--- config.mk ---
export PLATFORM = sky130hd
export DESIGN_NAME = fifo_stream_flat
export DESIGN_NICKNAME = d
export VERILOG_FILES = /design/src/rtl/fifo_pkg.sv /design/src/rtl/fifo_stream_if.sv /design/src/rtl/fifo_ram.sv /design/src/rtl/fifo_stream.sv /design/src/flat_wrapper.sv
export SDC_FILE = /design/constraint.sdc
export NUM_CORES = 1
export LEC_CHECK = 0
export ABC_AREA = 1
export BUFFER_PORTS_ARGS = -buffer_cell sky130_fd_sc_hd__buf_4
export CAP_MARGIN = 15
export CORE_UTILIZATION = 60
export CTS_CLUSTER_SIZE = 8
export DETAILED_ROUTE_END_ITERATION = 12
export PLACE_DENSITY = 0.84
export SYNTH_ARGS = -nofsm -noshare
export SYNTH_HDL_FRONTEND = slang
export SYNTH_HIERARCHICAL = 1
export SYNTH_SLANG_ARGS = --single-unit
--- constraint.sdc ---
create_clock -name clk -period 3.8 [get_ports clk]
set_input_delay 0 -clock clk [delete_from_list [all_inputs] [get_ports clk]]
set_output_delay 0 -clock clk [all_outputs]
set_load 0.02 [all_outputs]
--- src/rtl/fifo_pkg.sv ---
// Shared helpers for the PS-PL FIFO family: pointer/count widths and
// the bit positions of the sticky error flags.
package fifo_pkg;

  localparam int ERR_OVF = 0;
  localparam int ERR_UNF = 1;
  localparam int ERR_W   = 2;

  // Address width for n cells; never below one bit so a 1-cell RAM still has a port.
  function automatic int ptr_w(input int n);
    return (n <= 1) ? 1 : $clog2(n);
  endfunction

  function automatic int cnt_w(input int n);
    return $clog2(n + 1);
  endfunction

endpackage

--- src/rtl/fifo_stream_if.sv ---
// Push/pop/status bundle of fifo_stream; master drives requests, slave is the FIFO.
interface fifo_stream_if
  import fifo_pkg::*;
#(
  parameter int WIDTH = 8,
  parameter int DEPTH = 64
);
  localparam int CW = cnt_w(DEPTH);

  logic [WIDTH-1:0] datain;
  logic             enw;
  logic             full;
  logic             almost_full;
  logic [WIDTH-1:0] dataout;
  logic             valid;
  logic             enr;
  logic             almost_empty;
  logic [CW-1:0]    count;
  logic             flush;
  logic             overflow;
  logic             underflow;

  modport master (
    output datain, enw, enr, flush,
    input  full, almost_full, dataout, valid, almost_empty, count, overflow, underflow
  );

  modport slave (
    input  datain, enw, enr, flush,
    output full, almost_full, dataout, valid, almost_empty, count, overflow, underflow
  );

endinterface

--- src/rtl/fifo_ram.sv ---
// Simple dual-port storage: synchronous write, asynchronous read, no reset.
module fifo_ram
  import fifo_pkg::*;
#(
  parameter int WIDTH = 8,
  parameter int DEPTH = 63
) (
  input  logic                    clk,
  input  logic                    we,
  input  logic [ptr_w(DEPTH)-1:0] waddr,
  input  logic [WIDTH-1:0]        wdata,
  input  logic [ptr_w(DEPTH)-1:0] raddr,
  output logic [WIDTH-1:0]        rdata
);

  logic [WIDTH-1:0] mem [DEPTH];

  always_ff @(posedge clk) begin
    if (we) mem[waddr] <= wdata;
  end

  assign rdata = mem[raddr];

endmodule

--- src/rtl/fifo_stream.sv ---
// Single-clock FWFT FIFO: DEPTH-1 RAM cells plus a registered head stage,
// with occupancy count, threshold flags, sticky errors and synchronous flush.
module fifo_stream
  import fifo_pkg::*;
#(
  parameter int WIDTH     = 8,
  parameter int DEPTH     = 64,
  parameter int AFULL_TH  = DEPTH - 2,
  parameter int AEMPTY_TH = 2
) (
  input  logic          clk,
  input  logic          rst_n,
  fifo_stream_if.slave  bus
);

  localparam int RAM_D = DEPTH - 1;
  localparam int PW    = ptr_w(RAM_D);
  localparam int CW    = cnt_w(DEPTH);
  localparam int RCW   = cnt_w(RAM_D);

  generate
    if (DEPTH < 2 || AEMPTY_TH >= AFULL_TH) begin : g_bad_cfg
      $fatal(1, "fifo_stream: DEPTH must be >= 2 and AEMPTY_TH < AFULL_TH");
    end
  endgenerate

  logic [PW-1:0]    wr_ptr;
  logic [PW-1:0]    rd_ptr;
  logic [RCW-1:0]   ram_cnt;
  logic [CW-1:0]    count_q;
  logic             valid_q;
  logic [WIDTH-1:0] dout_q;
  logic [ERR_W-1:0] err_q;
  logic [WIDTH-1:0] ram_rdata;

  logic full_c;
  logic push_ok;
  logic pop_ok;
  logic load;

  function automatic logic [PW-1:0] ptr_inc(input logic [PW-1:0] p);
    return (p == PW'(RAM_D - 1)) ? '0 : p + PW'(1);
  endfunction

  // full depends only on registered count, so a pop never frees a slot for the same-edge push
  assign full_c  = (count_q == CW'(DEPTH));
  assign push_ok = bus.enw && !full_c;
  assign pop_ok  = bus.enr && valid_q;
  assign load    = (ram_cnt != '0) && (!valid_q || pop_ok);

  fifo_ram #(
    .WIDTH (WIDTH),
    .DEPTH (RAM_D)
  ) u_ram (
    .clk   (clk),
    .we    (push_ok && !bus.flush),
    .waddr (wr_ptr),
    .wdata (bus.datain),
    .raddr (rd_ptr),
    .rdata (ram_rdata)
  );

  always_ff @(posedge clk or negedge rst_n) begin
    if (!rst_n) begin
      wr_ptr  <= '0;
      rd_ptr  <= '0;
      ram_cnt <= '0;
      count_q <= '0;
      valid_q <= 1'b0;
      dout_q  <= '0;
      err_q   <= '0;
    end else if (bus.flush) begin
      wr_ptr  <= '0;
      rd_ptr  <= '0;
      ram_cnt <= '0;
      count_q <= '0;
      valid_q <= 1'b0;
      err_q   <= '0;
    end else begin
      if (push_ok) wr_ptr <= ptr_inc(wr_ptr);
      if (load) begin
        rd_ptr <= ptr_inc(rd_ptr);
        dout_q <= ram_rdata;
      end
      ram_cnt <= ram_cnt + RCW'(push_ok) - RCW'(load);
      count_q <= count_q + CW'(push_ok) - CW'(pop_ok);
      if (load)        valid_q <= 1'b1;
      else if (pop_ok) valid_q <= 1'b0;
      if (bus.enw && full_c)   err_q[ERR_OVF] <= 1'b1;
      if (bus.enr && !valid_q) err_q[ERR_UNF] <= 1'b1;
    end
  end

  assign bus.full         = full_c;
  assign bus.almost_full  = (count_q >= CW'(AFULL_TH));
  assign bus.almost_empty = (count_q <= CW'(AEMPTY_TH));
  assign bus.dataout      = dout_q;
  assign bus.valid        = valid_q;
  assign bus.count        = count_q;
  assign bus.overflow     = err_q[ERR_OVF];
  assign bus.underflow    = err_q[ERR_UNF];

endmodule
--- src/flat_wrapper.sv ---
// flat-port wrapper written by rule: the top's interface ports become plain ports
module fifo_stream_flat import fifo_pkg::*;
#(
  parameter int WIDTH     = 8,
  parameter int DEPTH     = 64,
  parameter int AFULL_TH  = DEPTH - 2,
  parameter int AEMPTY_TH = 2
)
  (clk, rst_n, bus_datain, bus_enw, bus_enr, bus_flush, bus_full, bus_almost_full, bus_dataout, bus_valid, bus_almost_empty, bus_count, bus_overflow, bus_underflow);
  fifo_stream_if #(.WIDTH(WIDTH), .DEPTH(DEPTH)) bus_i ();
  input  logic clk;
  input  logic rst_n;
  input wire logic [$bits(bus_i.datain)-1:0] bus_datain;
  input wire logic [$bits(bus_i.enw)-1:0] bus_enw;
  input wire logic [$bits(bus_i.enr)-1:0] bus_enr;
  input wire logic [$bits(bus_i.flush)-1:0] bus_flush;
  output wire logic [$bits(bus_i.full)-1:0] bus_full;
  output wire logic [$bits(bus_i.almost_full)-1:0] bus_almost_full;
  output wire logic [$bits(bus_i.dataout)-1:0] bus_dataout;
  output wire logic [$bits(bus_i.valid)-1:0] bus_valid;
  output wire logic [$bits(bus_i.almost_empty)-1:0] bus_almost_empty;
  output wire logic [$bits(bus_i.count)-1:0] bus_count;
  output wire logic [$bits(bus_i.overflow)-1:0] bus_overflow;
  output wire logic [$bits(bus_i.underflow)-1:0] bus_underflow;
  assign bus_i.datain = bus_datain;
  assign bus_i.enw = bus_enw;
  assign bus_i.enr = bus_enr;
  assign bus_i.flush = bus_flush;
  assign bus_full = bus_i.full;
  assign bus_almost_full = bus_i.almost_full;
  assign bus_dataout = bus_i.dataout;
  assign bus_valid = bus_i.valid;
  assign bus_almost_empty = bus_i.almost_empty;
  assign bus_count = bus_i.count;
  assign bus_overflow = bus_i.overflow;
  assign bus_underflow = bus_i.underflow;
  fifo_stream #(.WIDTH(WIDTH), .DEPTH(DEPTH), .AFULL_TH(AFULL_TH), .AEMPTY_TH(AEMPTY_TH)) u_core (.clk(clk), .rst_n(rst_n), .bus(bus_i));
endmodule
; Word level (Yosys, flattened, before mapping)
; Memory sizes are Yosys's and may differ from the RTL's. A register that Yosys moved wholly into a read port is not among the register bits.
; Index checks and enable logic that the tools add are counted.
[totals]
word_cells = 54
memories = 1
ram_bits = 504
ff_bits = 28
out_inout_bits = 21
inputBits = 13
[classes]
n_reduce_logical = 18
bitwise = 1
n_addsub = 6
n_eq_ne = 3
order_cmp = 2
muxes = 16
[memory_table]
columns = name, words, width, rd, rd_clocked_by_memory_dff, write_ports, line
row1 = u_core.u_ram.mem, 63, 8, 1, 1, 1, fifo_ram.sv:16  ; logic [WIDTH-1:0] mem [DEPTH];
[op_table]
columns = cell, count
row1 = 6-bit two-way mux, 7
row2 = "6-bit by 1-bit adder with 6-bit output, second input constant", 2
row3 = "6-bit equality test, second input constant", 2
row4 = 2-bit nonzero test, 4
row5 = 7-bit by 1-bit adder with 7-bit output, 1
row6 = "7-bit equality test, second input constant", 1
row7 = "7-bit by 6-bit greater-or-equal comparator with 1-bit output, second input constant", 1
row8 = "7-bit by 2-bit <= comparator with 1-bit output, second input constant", 1
row9 = 1-bit two-way mux, 7
row10 = 7-bit two-way mux, 1
row11 = 7-bit by 1-bit subtractor with 7-bit output, 1
row12 = 6-bit by 1-bit adder with 6-bit output, 1
row13 = 1-bit logical AND, 6
row14 = 6-bit nonzero test, 1
row15 = 6-bit by 1-bit subtractor with 6-bit output, 1
row16 = 1-bit logical NOT, 4
row17 = 3-bit nonzero test, 1
row18 = 2-bit two-way mux, 1
row19 = 2-bit AND reduction, 1
row20 = 1-bit logical OR, 1
row21 = 1-bit inverter, 1

; Logic depth before layout (Yosys ltp)
; Gate-level depths: netlist (run 1).
[logic_depth]
depth_word = 6
mapped_depth = 18
mapped_depth_nobuf = 18

; Cells and area by module
; The synthesis (run 1) kept the hierarchy.
[by_module_without_submodules]
columns = mod, area_per_inst_um2, cells_each, seq_area_each_um2, n_inst
row1 = fifo_ram, 20663.6, 1772, 15134.5, 1
row2 = fifo_stream, 2394.8, 306, 900.9, 1

; Least setup slack after synthesis (run 1)
; No wires, ideal clock.
[synth_timing]
path_kind = register to register
from = register u_core.count_q[4], in the netlist u_core/bus.count[4]
to = memory u_core.u_ram.mem[32][0], enable pin
setup_time_ns = 0.395
stages_incl_launch_ff = 11
arrival_time_ns = 2.533
n_path_buf = 1
t_required_ns = 3.405
period_less_slack_ns = 2.928
slack_ns = 0.872
cell_sequence = dfrtp_1 -> inv_1 -> ha_1 -> nand2_1 -> inv_1 -> nand3_1 -> nand3_2 -> inv_1 -> clkbuf_1 -> nand4_1 -> nor4_1
[synth_via]
elab_chain_len = 6
[synth_lines]
columns = item, line
row1 = start: declaration, fifo_stream.sv:30  ; logic [CW-1:0] count_q;
row2 = start signal: assignment, fifo_stream.sv:86  ; count_q <= count_q + CW'(push_ok) - CW'(pop_ok);
row3 = 7-bit equality test, fifo_stream.sv:46  ; assign full_c = (count_q == CW'(DEPTH));
row4 = 1-bit logical NOT, fifo_stream.sv:47  ; assign push_ok = bus.enw && !full_c;
row5 = 1-bit logical AND, fifo_stream.sv:47
row6 = 1-bit logical AND, fifo_stream.sv:56  ; .we (push_ok && !bus.flush),
row7 = 1-bit two-way mux, fifo_ram.sv:19  ; if (we) mem[waddr] <= wdata;
row8 = 1-bit two-way mux (implied by the code), fifo_ram.sv:19
row9 = end: declaration, fifo_ram.sv:16
; No other way between the ends.

; Worst setup path after layout (run 1)
[layout_timing]
from = register u_core.count_q[4], in the netlist u_core/bus.count[4]
to = memory u_core.u_ram.mem[51][7], enable pin
; Same word-level chain as after synthesis.

==> results.ini, run 1 <==
[outcome]
status = finished, final reports clean

[cts]
numCtsBuffers = 77
htreeDepth = 3
cts_resized = 0
cts_tree = yes
cts_buffer_depth = 3
root_buffer = clkbuf_16
cts_num_sinks = 540
clk_pin_slew_ns = 0.05
clk_latency_ns = 0.59

[sta]
slew_headroom_pct = 23.33
slew_violations = 0
tightest_slew_ns = 1.148
final-hold-violation-count = 0
fmax_mhz = 313.8
hold_ws_ns = 0.05438
fin_ws_ns = 0.6132
skew_ns = 0.02514
setup_tns_ns = 0
layout_min_cycle_time_ns = 3.187
rsz0062_at_grt = no
setup_viol = 0
period_share_pct = 83.86

[run]
maxCapViolCount = 0

[detailed_routing]
vias = 16485
first_iter_violations = 2327
drc = 0
ant_nets = 0
wirelength_mm = 57.97
wire_per_inst_um = 21.64
avgViaCountPerCell = 6.156
first_pass_iters = 7

[finish]
diodes = 0
multi_input_area_sq_um = 6155
fin_area_sq_um = 26020
nets = 2177
register_area_sq_um = 16040
drive_gt1_share_pct = 9.091
area_growth_pct = 12.84
fillCellCount = 2497

[pwr]
power.density_nw_per_um2 = 709.4
peakVddDrop_mv = 0.4503
power.leakage_uw = 0.009912

[synth]
ys_seq_elements = 540
synth_cells = 2078
yosysMostFrequentCell = nand2_1
synth_edf_count = 504
yosysWarnings = 6
synth_ff_type = edfxtp_1
synth_top_area_share_pct = 65.64
yosysSeqAreaShare_pct = 69.54
syn-cell-area_sq_um = 23060
synthArstFlopShare_pct = 6.667
syn_area_per_cell_sq_um = 11.10
synth_nets = 2121
synthTopCellsByArea = edfxtp_1 66%, nand2_1 12%, nand3_1 9.5%, dfrtp_1 3.9%, nor2_1 1.6%
synth_top_cell_by_area = edfxtp_1
synth_cell_type_count = 34
synthTopCellsByCount = 731 x nand2_1, 504 x edfxtp_1, 439 x nand3_1

[critical_path]
endpoint_kind = flip-flop
cp-start-kind = flip-flop
critPathMaxFanout = 10
worstSetupPathType = flip-flop to flip-flop
required_ns = 4.01
critPathArrivalTime_ns = 3.39

[place]
placed_area_sq_um = 23770
io_buffer_count = 33
hpwlAfterDp_mm = 31.90
gp_congestion = 0.8864
preCtsSetupSlack_ns = 0.7145

[die]
core_area_sq_um = 37760
die_area_sq_um = 39220
start_util_pct = 61.07
die_h_um = 198.0
rows = 71
io_pins = 34
die_w_um = 198.0

[global_route]
antenna_found_initial = 1
grt_use_total_pct = 30.37
grt_max_degree = 133
grt_overflow_total = 0
grt_pass1_vias = 16283
grt_pass1_wl_mm = 89.18

[min_path]
hp-class = input pin to flip-flop

worst max-delay path, cell delays in order (launching register included):
cell     delay (ns)
dfrtp_1        0.41
inv_1          0.11
ha_1           0.24
nand2_1        0.08
inv_1          0.04
nand3_1        0.12
nand3_2        0.13
inv_1          0.28
nand4_1        0.62
nor2_1         0.78
final timing paths:
| path | end | cells past startpoint | slack [ns] | from |
|---|---|---|---|---|
| worst min register to register | u_core/bus.dataout[1] | 2 | 0.48 | u_core/bus.dataout[1] |
| max in group asynchronous | u_core/rd_ptr[1] | 4 | 3.11 | rst_n |
| worst min-delay path | u_core/u_ram/mem[58][4] | 1 | 0.05 | bus_datain[4] |
| worst max-delay path | u_core/u_ram/mem[51][7] | 9 | 0.61 | u_core/bus.count[4] |
| min in group asynchronous | u_core/bus.dataout[7] | 4 | 0.47 | rst_n |
| worst max register to register | u_core/u_ram/mem[51][7] | 9 | 0.61 | u_core/bus.count[4] |
area by class of cell:
type	instances	area share [%]
inverters	64	0.9713
multi-input cells	1362	23.65
well taps	511	2.457
clock buffers	108	8.016
repair buffers	89	2.914
flip-flops and latches	540	61.66
clock inverters	4	0.3270
per-stage QoR:
stage	std cells	util, %	total power, uW
global route	2678	68.92	19270
detailed placement	2559	62.96	12110
floorplan	2078	-	10710
global placement	2559	62.96	11940
CTS	2678	68.92	18340
finish	2678	68.92	18460
registers in the layout, indices dropped and copies added, names as in the netlist:
register            flops
u_core/rd_ptr           6
u_core/bus.valid        1
u_core/wr_ptr           6
u_core/u_ram/mem      504
u_core/ram_cnt          6
u_core/err_q            2
u_core/bus.count        7
u_core/bus.dataout      8
power breakdown:
part	switching (uW)	internal, uW
clock network	2360	3830
registers	137	6660
logic	3890	1590
total	6380	12100
what timing repair did:
action                                  in CTS  in global routing
endpoints found under the setup margin       0                  0
hold endpoints to repair                    70                  0
hold buffers                                 7                  0
setup buffers                                0                  0
kinds of logic after synthesis:
kind of cell	count (synthesis)	share of synthesized area, %
and+or+nand+nor	1310	24.41
xor gates and xnor gates	5	0.1899
AOI/OAI and AO/OA	17	0.3961
adders and majority gates	30	1.693
DFF	540	69.54
buffers and inverters	176	3.766
cell usage in the layout (no fill, tap or decap), drive strengths merged:
cell         instances
a21o                 1
a21oi               10
a31oi                1
and2                 2
buf                 83
bufinv               1
clkbuf             108
clkinv               3
dfrtp               36
dlygate4sd3          6
edfxtp             504
fa                   2
ha                  28
inv                 64
nand2              734
nand3              444
nand3b               1
nand4               11
nor2               109
nor3                 1
nor4                 8
o21a                 1
o21ai                4
xor2                 5
routing by layer:
| metal | up-vias | share of wire, % | global-route usage (%) |
|---|---|---|---|
| met5 | - | 0.079 | 0.6386 |
| met4 | 4 | 4.7 | 16.19 |
| met3 | 220 | 11 | 6.592 |
| met2 | 1137 | 48 | 48.90 |
| met1 | 7864 | 36 | 38.75 |
| li1 | 7260 | - | - |
No activity file was read; power rests on OpenSTA's default activity.
==> run 2, diff against run 1 <==
- clock period: 3.8 -> 3.26 ns (I/O delays scaled with it)
==> results.ini, run 2 (synthesis results as in run 1) <==
[outcome]
status = finished, final reports clean

[global_route]
grt_pass1_wl_mm = 87.41
grt_overflow_total = 0
grt_pass1_vias = 16030
grt_max_degree = 125
grt_use_total_pct = 29.75
antenna_found_initial = 0

[pwr]
combPwrFrac_pct = 29.6
p_switching_uw = 7360
power.density_nw_per_um2 = 817.5
seqPwrFrac_pct = 37.3
netSwitchingFraction_pct = 34.31
power.leakage_uw = 0.01007
peakVddDrop_mv = 0.5942
p_int_uw = 14090
pwr-share-clk_pct = 33.2

[cts]
clk_pin_slew_ns = 0.05
numCtsBuffers = 77
root_buffer = clkbuf_16
cts_setup_buffers = 0
clk_latency_ns = 0.57
cts_num_sinks = 540
cts_tree = yes
cts_buffer_depth = 3
htreeDepth = 3

[sta]
slew_violations = 0
fmax_mhz = 330.0
setup_tns_ns = 0
final-hold-violation-count = 0
skew_ns = 0.01691
rsz0062_at_grt = no
hold_ws_ns = 0.05596
period_share_pct = 92.95
tightest_slew_ns = 0.8756
setup_viol = 0
slew_headroom_pct = 41.62
layout_min_cycle_time_ns = 3.030

[critical_path]
reg2reg_from = u_core/bus.count[4]
critPathLaunch = u_core/bus.count[4]
cp-start-kind = flip-flop
endpoint_kind = flip-flop
critPathMaxFanout = 10
critPathArrivalTime_ns = 3.30
worstSetupPathType = flip-flop to flip-flop
required_ns = 3.53

[finish]
nets = 2208
drive_gt1_share_pct = 10.28
mostFrequentLayoutCells = 731 x nand2_1, 504 x edfxtp_1, 439 x nand3_1, 106 x buf_4, 99 x nor2_1
fillCellCount = 2414
regMostFlops = u_core/u_ram/mem
largest_register_ffs = 504
layout_commonest_cell = nand2_1
area_growth_pct = 13.79
diodes = 0

[die]
core_area_sq_um = 37760
die_area_sq_um = 39220
die_w_um = 198.0
start_util_pct = 61.07
io_pins = 34
die_h_um = 198.0
rows = 71

[detailed_routing]
first_iter_violations = 2506
avgViaCountPerCell = 6.112
wirelength_mm = 57.21
vias = 16558
ant_nets = 0
wire_per_inst_um = 21.12
drc = 0
first_pass_iters = 8

[place]
io_buffer_count = 33
gp_congestion = 0.9203
hpwlAfterDp_mm = 32.22

[min_path]
hp-class = input pin to flip-flop
hp-start = bus_datain[2]

[run]
maxCapViolCount = 0

run 2: metal layers:
layer  vias to the layer above  GRT usage, %  share of wire, %  wire length [um]
li1                       7325             -                 -                 -
met1                      7883         39.57                37             21350
met2                      1167         47.56                48             27300
met3                       183         4.854                10              5943
met4                         0         15.62               4.6              2617
met5                         -             0                 0                 0
run 2: worst paths after layout:
kind | to | slack [ns] | cells past startpoint
max | u_core/u_ram/mem[36][3] | 0.23 | 10
min | u_core/u_ram/mem[9][2] | 0.06 | 1
max reg2reg | u_core/u_ram/mem[36][3] | 0.23 | 10
min reg2reg | u_core/bus.dataout[4] | 0.49 | 2
max in group asynchronous | u_core/rd_ptr[0] | 2.55 | 4
min in group asynchronous | u_core/rd_ptr[5] | 0.50 | 4
run 2: critical path, cell delays in order, from the launching register on:
cell	delay, ns
dfrtp_1	0.42
inv_1	0.11
ha_1	0.24
nand2_1	0.07
inv_1	0.04
nand3_1	0.10
nand3_2	0.14
inv_1	0.27
nand4_1	0.44
nor4_1	0.61
buf_4	0.28
run 2: timing repair:
| item | CTS | global route |
|---|---|---|
| hold buffers | 7 | 0 |
| hold endpoints to repair | 70 | 0 |
| resized for setup | 0 | 0 |
run 2: power groups by stage:
stage	Sequential, uW	Clock [uW]	Combinational, uW
5_1_grt	8010	7460	6870
3_3_place_gp	8100	0	5860
2_1_floorplan	8110	0	4370
4_1_cts	7990	7170	6140
6_report	7990	7120	6340
3_5_place_dp	8110	0	6030
run 2: cell type report:
type,instances,area (sq um),area share [%]
clock buffers,110,2093,7.978
clock inverters,2,38.79,0.1478
inverters,64,252.7,0.9632
multi-input cells,1362,6155,23.46
flip-flops and latches,540,16040,61.15
well taps,511,639.4,2.437
repair buffers,120,1016,3.872
run 2: metrics by stage:
step | worst slack (ns) | std cells | total power (uW) | util, % | instance area, sq um
2_1_floorplan | 0.3322 | 2078 | 12480 | - | 23060
3_3_place_gp | 0.6207 | 2590 | 13950 | 63.64 | 24030
3_5_place_dp | 0.5943 | 2590 | 14140 | 63.64 | 24030
4_1_cts | 0.4096 | 2709 | 21300 | 69.50 | 26240
5_1_grt | 0.1978 | 2709 | 22340 | 69.50 | 26240
6_report | 0.2299 | 2709 | 21450 | 69.50 | 26240
